[src/rtl/nv_nvdla_sdp_hls_y_inp_arb.sv]
// Round-robin share of one Y interpolation pipeline between ALU-LUT (0) and MUL-LUT (1) streams; 0-cycle
// combinational paths both ways; issue stalls at TAG_DEPTH in flight, and results stall on the owner's prdy.
module nv_nvdla_sdp_hls_y_inp_arb #(
  parameter int PD_IN_DW  = 256,
  parameter int PD_OUT_DW = 32,
  parameter int TAG_DEPTH = 4
) (
  input  logic                         nvdla_core_clk,
  input  logic                         nvdla_core_rstn,
  input  logic                         req0_pvld,
  input  logic [PD_IN_DW-1:0]          req0_pd,
  output logic                         req0_prdy,
  input  logic                         req1_pvld,
  input  logic [PD_IN_DW-1:0]          req1_pd,
  output logic                         req1_prdy,
  output logic                         inp_in_pvld,
  output logic [PD_IN_DW-1:0]          inp_in_pd,
  input  logic                         inp_in_prdy,
  input  logic                         inp_out_pvld,
  input  logic [PD_OUT_DW-1:0]         inp_out_pd,
  output logic                         inp_out_prdy,
  output logic                         out0_pvld,
  input  logic                         out0_prdy,
  output logic [PD_OUT_DW-1:0]         out0_pd,
  output logic                         out1_pvld,
  input  logic                         out1_prdy,
  output logic [PD_OUT_DW-1:0]         out1_pd,
  output logic [$clog2(TAG_DEPTH):0]   outstanding,
  output logic                         tag_err
);

  localparam int AW = $clog2(TAG_DEPTH);
  localparam int CW = AW + 1;

  logic          r_last_gnt;
  logic          r_lock;
  logic          r_lock_id;
  logic          r_tag [TAG_DEPTH];
  logic [AW-1:0] r_wr_ptr;
  logic [AW-1:0] r_rd_ptr;
  logic [CW-1:0] r_cnt;
  logic          r_tag_err;

  logic w_gnt;
  logic w_gnt_vld;
  logic w_can_issue;
  logic w_empty;
  logic w_head;
  logic w_req_pvld;
  logic w_fwd_rdy;
  logic w_push;
  logic w_pop;

  assign w_can_issue = (r_cnt < CW'(TAG_DEPTH));
  assign w_empty     = (r_cnt == '0);
  assign w_head      = r_tag[r_rd_ptr];

  // A stalled grant stays pinned so the pipeline sees stable pvld/pd.
  always_comb begin
    w_gnt     = 1'b0;
    w_gnt_vld = 1'b1;
    if (r_lock)
      w_gnt = r_lock_id;
    else if (req0_pvld && req1_pvld)
      w_gnt = ~r_last_gnt;
    else if (req1_pvld)
      w_gnt = 1'b1;
    else if (!req0_pvld)
      w_gnt_vld = 1'b0;
  end

  assign w_req_pvld  = w_gnt ? req1_pvld : req0_pvld;
  assign inp_in_pvld = nvdla_core_rstn & w_can_issue & w_gnt_vld & w_req_pvld;
  assign inp_in_pd   = w_gnt ? req1_pd : req0_pd;
  assign w_fwd_rdy   = nvdla_core_rstn & w_can_issue & w_gnt_vld & inp_in_prdy;
  assign req0_prdy   = w_fwd_rdy & ~w_gnt;
  assign req1_prdy   = w_fwd_rdy & w_gnt;

  assign out0_pvld    = nvdla_core_rstn & inp_out_pvld & ~w_empty & ~w_head;
  assign out1_pvld    = nvdla_core_rstn & inp_out_pvld & ~w_empty & w_head;
  assign out0_pd      = inp_out_pd;
  assign out1_pd      = inp_out_pd;
  assign inp_out_prdy = nvdla_core_rstn & ~w_empty & (w_head ? out1_prdy : out0_prdy);

  assign w_push = inp_in_pvld & inp_in_prdy;
  assign w_pop  = inp_out_pvld & inp_out_prdy;

  always_ff @(posedge nvdla_core_clk or negedge nvdla_core_rstn) begin
    if (!nvdla_core_rstn) begin
      r_last_gnt <= 1'b1;
      r_lock     <= 1'b0;
      r_lock_id  <= 1'b0;
    end else if (w_push) begin
      r_last_gnt <= w_gnt;
      r_lock     <= 1'b0;
    end else if (inp_in_pvld) begin
      r_lock     <= 1'b1;
      r_lock_id  <= w_gnt;
    end
  end

  always_ff @(posedge nvdla_core_clk or negedge nvdla_core_rstn) begin
    if (!nvdla_core_rstn) begin
      for (int i = 0; i < TAG_DEPTH; i++) r_tag[i] <= 1'b0;
      r_wr_ptr <= '0;
      r_rd_ptr <= '0;
      r_cnt    <= '0;
    end else begin
      if (w_push) begin
        r_tag[r_wr_ptr] <= w_gnt;
        r_wr_ptr        <= r_wr_ptr + AW'(1);
      end
      if (w_pop)
        r_rd_ptr <= r_rd_ptr + AW'(1);
      case ({w_push, w_pop})
        2'b10:   r_cnt <= r_cnt + CW'(1);
        2'b01:   r_cnt <= r_cnt - CW'(1);
        default: r_cnt <= r_cnt;
      endcase
    end
  end

  // A result with no owner is a pipeline protocol error; latch it for software.
  always_ff @(posedge nvdla_core_clk or negedge nvdla_core_rstn) begin
    if (!nvdla_core_rstn)
      r_tag_err <= 1'b0;
    else if (inp_out_pvld && w_empty)
      r_tag_err <= 1'b1;
  end

  assign outstanding = r_cnt;
  assign tag_err     = r_tag_err;

endmodule

[config.mk]
export PLATFORM = sky130hd
export DESIGN_NAME = nv_nvdla_sdp_hls_y_inp_arb
export DESIGN_NICKNAME = d
export VERILOG_FILES = /design/src/rtl/nv_nvdla_sdp_hls_y_inp_arb.sv
export SDC_FILE = /design/constraint.sdc
export NUM_CORES = 1
export LEC_CHECK = 0
export ABC_AREA = 0
export CAP_MARGIN = 10
export CORE_AREA = 2 2 341 343
export CTS_BUF_LIST = sky130_fd_sc_hd__clkbuf_16
export CTS_CLUSTER_SIZE = 28
export DETAILED_ROUTE_END_ITERATION = 8
export DIE_AREA = 0 0 343 345
export DONT_BUFFER_PORTS = 1
export PLACE_DENSITY = 0.3
export SYNTH_ARGS = -nofsm -noshare
export SYNTH_HDL_FRONTEND = slang
export SYNTH_SLANG_ARGS = --single-unit
[constraint.sdc]
create_clock -name nvdla_core_clk -period 3.8 [get_ports nvdla_core_clk]
set_input_delay 0.19 -clock nvdla_core_clk [delete_from_list [all_inputs] [get_ports nvdla_core_clk]]
set_output_delay 0.19 -clock nvdla_core_clk [all_outputs]
set_load 0.05 [all_outputs]
Word-level counts from Yosys, hierarchy flattened. Index checks and enable logic that the tools add are counted.

Flip-flop bits (word level): 15. Bits in latches: 0. Bits in writable memories: 0. ROM bits: 0. Input port bits: 552. Output and inout port bits: 330. Logic and storage cells: 68. Memories: 0.

Add/subtract/negate cells: 4. $mul: 0. Div/mod/pow operators: 0. Order comparisons: 4. Eq/ne operators: 2. Shifts and indexed selects: 0. Mux-type cells: 19. Bitwise logic cells: 21. Reduce and logical (&&, ||, !) cells: 7.

Operator list (count): two-way mux 256 bit (1); bitwise AND 1 bit (14); two-way mux 1 bit (14); >= comparator 3 bit, second input constant (2); NOT 2 -> 3 bit (2); one-hot mux 3 bit (2 select lines) (1); NOT 1 bit (5); adder 2 x 1 -> 2 bit, second input constant (2); bitwise mux 4 bit (1); nonzero test 2 bit (2); adder 3 x 1 -> 3 bit, second input constant (1); logical AND 1 bit (3); zero test 3 bit (1); < comparator 3 x 1 -> 1 bit, second input constant (1); < comparator 3 bit, second input constant (1); subtractor 3 x 1 -> 3 bit, second input constant (1); binary-select mux 1 bit (select 2 bit) (1); demux 1 bit (select 2 bit) (1); equality test 2 x 1 -> 1 bit, second input constant (1); equality test 2 bit, second input constant (1); AND reduction 2 bit (1).

Longest topological paths before layout.
Depth after elaboration: 9. Gate-level depth with buffers: 10. Mapped depth without buffers: 10.

Worst setup path after synthesis. Ideal clock, no wire load.

Kind: reg2reg. From: register r_cnt[2], in the netlist outstanding[2]. To: register r_cnt[2], in the netlist outstanding[2]. Data arrival time: 2164 ps. Data required time: 3677 ps. Path slack: 1512 ps. Cell stages (with the launch flop): 11. Path buffers: 1. Clock period less this slack: 2288 ps. Cell sequence: dfrtp_1 nand3b_1 a211oi_2 buf_2 inv_1 ha_1 inv_1 fa_1 xor2_1 nor2_1 xnor2_1.

Cells in the longest elaborated chain, start to end: 7. Elaborated cells on any way between the ends: 16. Classes of those cells: add/sub (2); order compare (1); eq/ne (2); mux (1); bitwise (8); reduce/logical (2).

RTL lines: start, declared (line 41) `logic [CW-1:0] r_cnt;`; start signal, assigned (line 116) `2'b10: r_cnt <= r_cnt + CW'(1);`; start signal, assigned (line 117) `2'b01: r_cnt <= r_cnt - CW'(1);`; start signal, assigned (line 118) `default: r_cnt <= r_cnt;`; < comparator 3 bit / zero test 3 bit (equally long branches) (line 54, 55); bitwise AND 1 bit / NOT 1 bit (equally long branches) (line 73, 83); bitwise AND 1 bit (on tied branches) (2 in series) (line 73, 83); bitwise AND 1 bit (on tied branches) (line 85, 86); equality test 2 x 1 -> 1 bit / equality test 2 bit (equally long branches) (line 115) `case ({w_push, w_pop})`; one-hot mux 3 bit (2 select lines) / nonzero test 2 bit (equally long branches).

Several ways; a longest one is shown, not always the timed one. A chain may end at the register's enable or synchronous reset.

Worst setup path in the final report.
From: register r_last_gnt. To: output inp_in_pd[163].

Cells in the longest elaborated chain, start to end: 4.

RTL lines: start, declared (line 35) `logic r_last_gnt;`; start signal, assigned (line 94) `r_last_gnt <= w_gnt;`; NOT 1 bit (line 65) `w_gnt = ~r_last_gnt;`; two-way mux 1 bit (line 64) `else if (req0_pvld && req1_pvld)`; two-way mux 1 bit (line 62) `if (r_lock)`; two-way mux 256 bit (line 74) `assign inp_in_pd = w_gnt ? req1_pd : req0_pd;`; end, declared (line 17) `output logic [PD_IN_DW-1:0] inp_in_pd,`.

Every way passes these cells.

==> impl_summary.log <==
INFO  metric worst_path_cell_trace = nand2_1, nand2_1, and2_4, buf_12, buf_12, mux2_4
INFO  metric cp-end-kind = output pin
INFO  metric worst-endpoint-required = 3.61 ns
INFO  metric fin_area = 0.00657 mm2
INFO  metric critical-path-slowest-cell = sky130_fd_sc_hd__dfstp_2
INFO  metric grt_first_pass_wirelength = 62900 um
INFO  metric routabilityCongestion = 0.867
INFO  metric first_pass_iters = 4
INFO  metric die_area = 0.118 mm2
INFO  metric fillers = 13500
INFO  metric finClkSkew = 0.00289 ns
INFO  metric top_level_ports = 882
INFO  metric syn_area = 0.00517 mm2
INFO  metric num_rows = 125
INFO  metric post_cts.resized_instances = 0
INFO  metric power.density = 1060 mW/mm2
INFO  metric ys_seq_area_share = 7.29%
INFO  metric wirelength = 57200 um
INFO  metric port_buffers = 0
INFO  metric setup-tns-final = 0 ns
INFO  metric syn2layout_area_growth = 27.2%
INFO  metric global_route.overflow_total = 0
INFO  metric cts_buffer_depth = 2
INFO  metric cts-htree-levels = 1
INFO  metric clkTransAtPathRegs = 0.05 ns
INFO  metric drt_drc_violations_left = 0
INFO  metric timing.final.max_slew_violations = 0
INFO  metric maxClockFrequency = 366 MHz
INFO  metric stage_delay_of_the_slowest_cell_on_the_critical_path = 0.52 ns
INFO  metric initial_utilization = 4.49%
INFO  metric worst-r2r-setup-slack = 1.36 ns
INFO  metric layout.cells.non_filler = 1914
INFO  metric netlist-cell-type-count = 34
INFO  metric die_h = 345 um
INFO  metric layout_min_cycle_time = 2.73 ns
INFO  metric route.detailed.wl_per_inst = 29.9 um
INFO  metric ys_warn_count = 0
INFO  metric clock_tree.root_cell = sky130_fd_sc_hd__clkbuf_16
INFO  metric groute.usage.overall = 8.99%
INFO  metric drive_gt1_share = 77.3%
INFO  metric num_vias = 4031
INFO  metric place_hpwl = 55200 um
INFO  metric postSynthAreaPerCell = 11.8 um2
INFO  metric cts.sink_count = 15
INFO  metric min_path_type = in2reg
INFO  metric final_net_count = 911
INFO  metric cts_tree = yes
INFO  metric synth-seq-cells = 15
INFO  metric design.core.area = 0.115 mm2
INFO  metric report.final.hold_viol_count = 0
INFO  metric grt_pass1_vias = 3595
INFO  metric postSynthCellCount = 436
INFO  metric maxSlewHeadroom = 26.2%
INFO  metric initialDrtViolationCount = 267
INFO  metric grt_max_degree = 123
INFO  metric placedInstanceArea = 0.00639 mm2
INFO  metric synth_net_count = 994
INFO  metric antenna_violations_before_repair = 120
INFO  metric timing.hold.ws = 0.135 ns
INFO  metric cts_hold_buffers = 1
INFO  metric worst-path-max-fanout = 75
INFO  metric final_antenna_net_count = 0
INFO  metric report.final.setup_viol = 0
INFO  metric critical_path_start_end_classification = reg2out
INFO  metric critical_path_arrival = 2.54 ns
INFO  metric detail_route.vias_per_cell = 2.11
INFO  metric rsz0062_at_grt = no
INFO  metric vdd.ir_drop.worst = 0.387 mV
INFO  metric clk-insertion-delay-late = 0.25 ns
INFO  metric outcome = complete, no violations
INFO  metric min_period_over_period = 71.9%
INFO  metric place.detailed.instances = 1871
INFO  metric post_cts.repair.setup_buffers = 0
INFO  metric numCtsBuffers = 3
INFO  metric worstMarginPinSlew = 1.10 ns
INFO  metric cellLeakagePower = 2.37 nW
INFO  metric die_w = 343 um
INFO  metric cap_violations = 0
INFO  metric worst_setup_start_kind = flop
-- per-stage QoR --
step                      setup WS [ns]  power (mW)  utilization [%]
after floorplan                    1.51        6.58                -
after global placement             1.35        6.72             5.55
after detailed placement           1.32        6.72             5.55
after CTS                          1.09        6.95             5.63
after global routing              0.956        7.17             5.66
final                              1.07        6.95             5.71
-- synthesized netlist by cell type --
master | instances | area (um2)
sky130_fd_sc_hd__mux2_4 | 174 | 2610
sky130_fd_sc_hd__mux2_2 | 83 | 935
sky130_fd_sc_hd__buf_4 | 64 | 480
sky130_fd_sc_hd__buf_6 | 20 | 225
sky130_fd_sc_hd__dfrtp_1 | 14 | 350
sky130_fd_sc_hd__buf_2 | 9 | 45.0
sky130_fd_sc_hd__inv_1 | 8 | 30.0
sky130_fd_sc_hd__nor2_1 | 8 | 30.0
sky130_fd_sc_hd__mux2i_1 | 7 | 70.1
sky130_fd_sc_hd__nand2_1 | 7 | 26.3
sky130_fd_sc_hd__a21oi_1 | 6 | 30.0
sky130_fd_sc_hd__ha_1 | 5 | 62.6
sky130_fd_sc_hd__a31oi_1 | 4 | 25.0
sky130_fd_sc_hd__xnor2_1 | 3 | 26.3
sky130_fd_sc_hd__a211oi_1 | 2 | 15.0
sky130_fd_sc_hd__nor3b_1 | 2 | 15.0
sky130_fd_sc_hd__o21ai_0 | 2 | 10.0
sky130_fd_sc_hd__xor2_1 | 2 | 17.5
sky130_fd_sc_hd__a211oi_2 | 1 | 12.5
sky130_fd_sc_hd__a21bo_2 | 1 | 10.0
sky130_fd_sc_hd__a41o_1 | 1 | 10.0
sky130_fd_sc_hd__and2_1 | 1 | 6.26
sky130_fd_sc_hd__buf_8 | 1 | 15.0
sky130_fd_sc_hd__dfstp_2 | 1 | 26.3
sky130_fd_sc_hd__fa_1 | 1 | 20.0
sky130_fd_sc_hd__nand3_1 | 1 | 5.00
sky130_fd_sc_hd__nand3b_1 | 1 | 7.51
sky130_fd_sc_hd__nor2b_1 | 1 | 6.26
sky130_fd_sc_hd__nor2b_2 | 1 | 8.76
sky130_fd_sc_hd__nor3_1 | 1 | 5.00
sky130_fd_sc_hd__o21a_1 | 1 | 7.51
sky130_fd_sc_hd__o31ai_1 | 1 | 7.51
sky130_fd_sc_hd__or2_2 | 1 | 6.26
sky130_fd_sc_hd__or3_1 | 1 | 6.26
-- critical path: cells and delay by family, from the launching register on --
kind / cells / cell delay [ns]
buffers and inverters: 2 / 0.83
and+or+nand+nor: 3 / 0.31
muxes: 1 / 0.44
DFF: 1 / 0.52
-- kinds of logic after synthesis --
group                    Yosys count  share of synthesized area [%]
multiplexers                     264                           70.0
buffers and inverters            102                           15.4
AND/OR/NAND/NOR                   25                           2.37
AO/OA/AOI/OAI                     19                           2.47
flip-flops                        15                           7.29
adder cells (fa/ha/maj)            6                           1.60
XOR/XNOR                           5                          0.848
-- layout make-up --
type / count / area (um2) / area share, %
multi-input cells: 319 / 4000 / 60.9
diodes: 38 / 95.1 / 1.45
clock buffers: 3 / 75.1 / 1.14
clock inverters: 1 / 3.75 / 0.0571
repair buffers: 6 / 85.1 / 1.29
well taps: 1524 / 1910 / 29.0
flip-flops and latches: 15 / 377 / 5.73
inverters: 8 / 30.0 / 0.457
-- flip-flops by register name, summed over array words and instances, names as in the netlist --
signal	count
tag_err	1
r_lock_id	1
r_wr_ptr	2
r_lock	1
r_last_gnt	1
r_rd_ptr	2
r_tag	4
outstanding	3
-- per-layer routing --
layer / up-vias / wire, um / GRT usage [%]
met3: 149 / 6850 / 3.27
li1: 1389 / - / -
met4: 26 / 2160 / 2.28
met5: - / 158 / 0
met1: 1753 / 24900 / 12.3
met2: 714 / 23200 / 13.2
-- final timing paths --
| path | startpoint | to | cells past startpoint |
|---|---|---|---|
| max | r_last_gnt | inp_in_pd[163] | 6 |
| min | inp_out_pvld | tag_err | 1 |
| max reg2reg | outstanding[2] | outstanding[2] | 10 |
| min reg2reg | r_last_gnt | r_last_gnt | 2 |
| max in group asynchronous | nvdla_core_rstn | r_lock_id | 1 |
| min in group asynchronous | nvdla_core_rstn | outstanding[0] | 1 |
-- cells in the final DEF (no fill, tap or decap), types with 3 or more instances in the layout --
master / instances
sky130_fd_sc_hd__buf_12: 3
sky130_fd_sc_hd__mux2_2: 83
sky130_fd_sc_hd__nor2_1: 8
sky130_fd_sc_hd__clkbuf_16: 3
sky130_fd_sc_hd__dfrtp_1: 14
sky130_fd_sc_hd__ha_1: 5
sky130_fd_sc_hd__xnor2_1: 3
sky130_fd_sc_hd__a31oi_1: 4
sky130_fd_sc_hd__diode_2: 38
sky130_fd_sc_hd__mux2i_1: 7
sky130_fd_sc_hd__a21oi_1: 6
sky130_fd_sc_hd__mux2_4: 174
sky130_fd_sc_hd__nand2_1: 7
sky130_fd_sc_hd__inv_1: 9
-- power by group --
part           switching, mW  leakage (nW)  internal, mW
sequential             0.161         0.175         0.240
clock                 0.0665        0.0425         0.140
combinational           4.55          2.15          1.80
No activity file was read; power rests on OpenSTA's default activity.
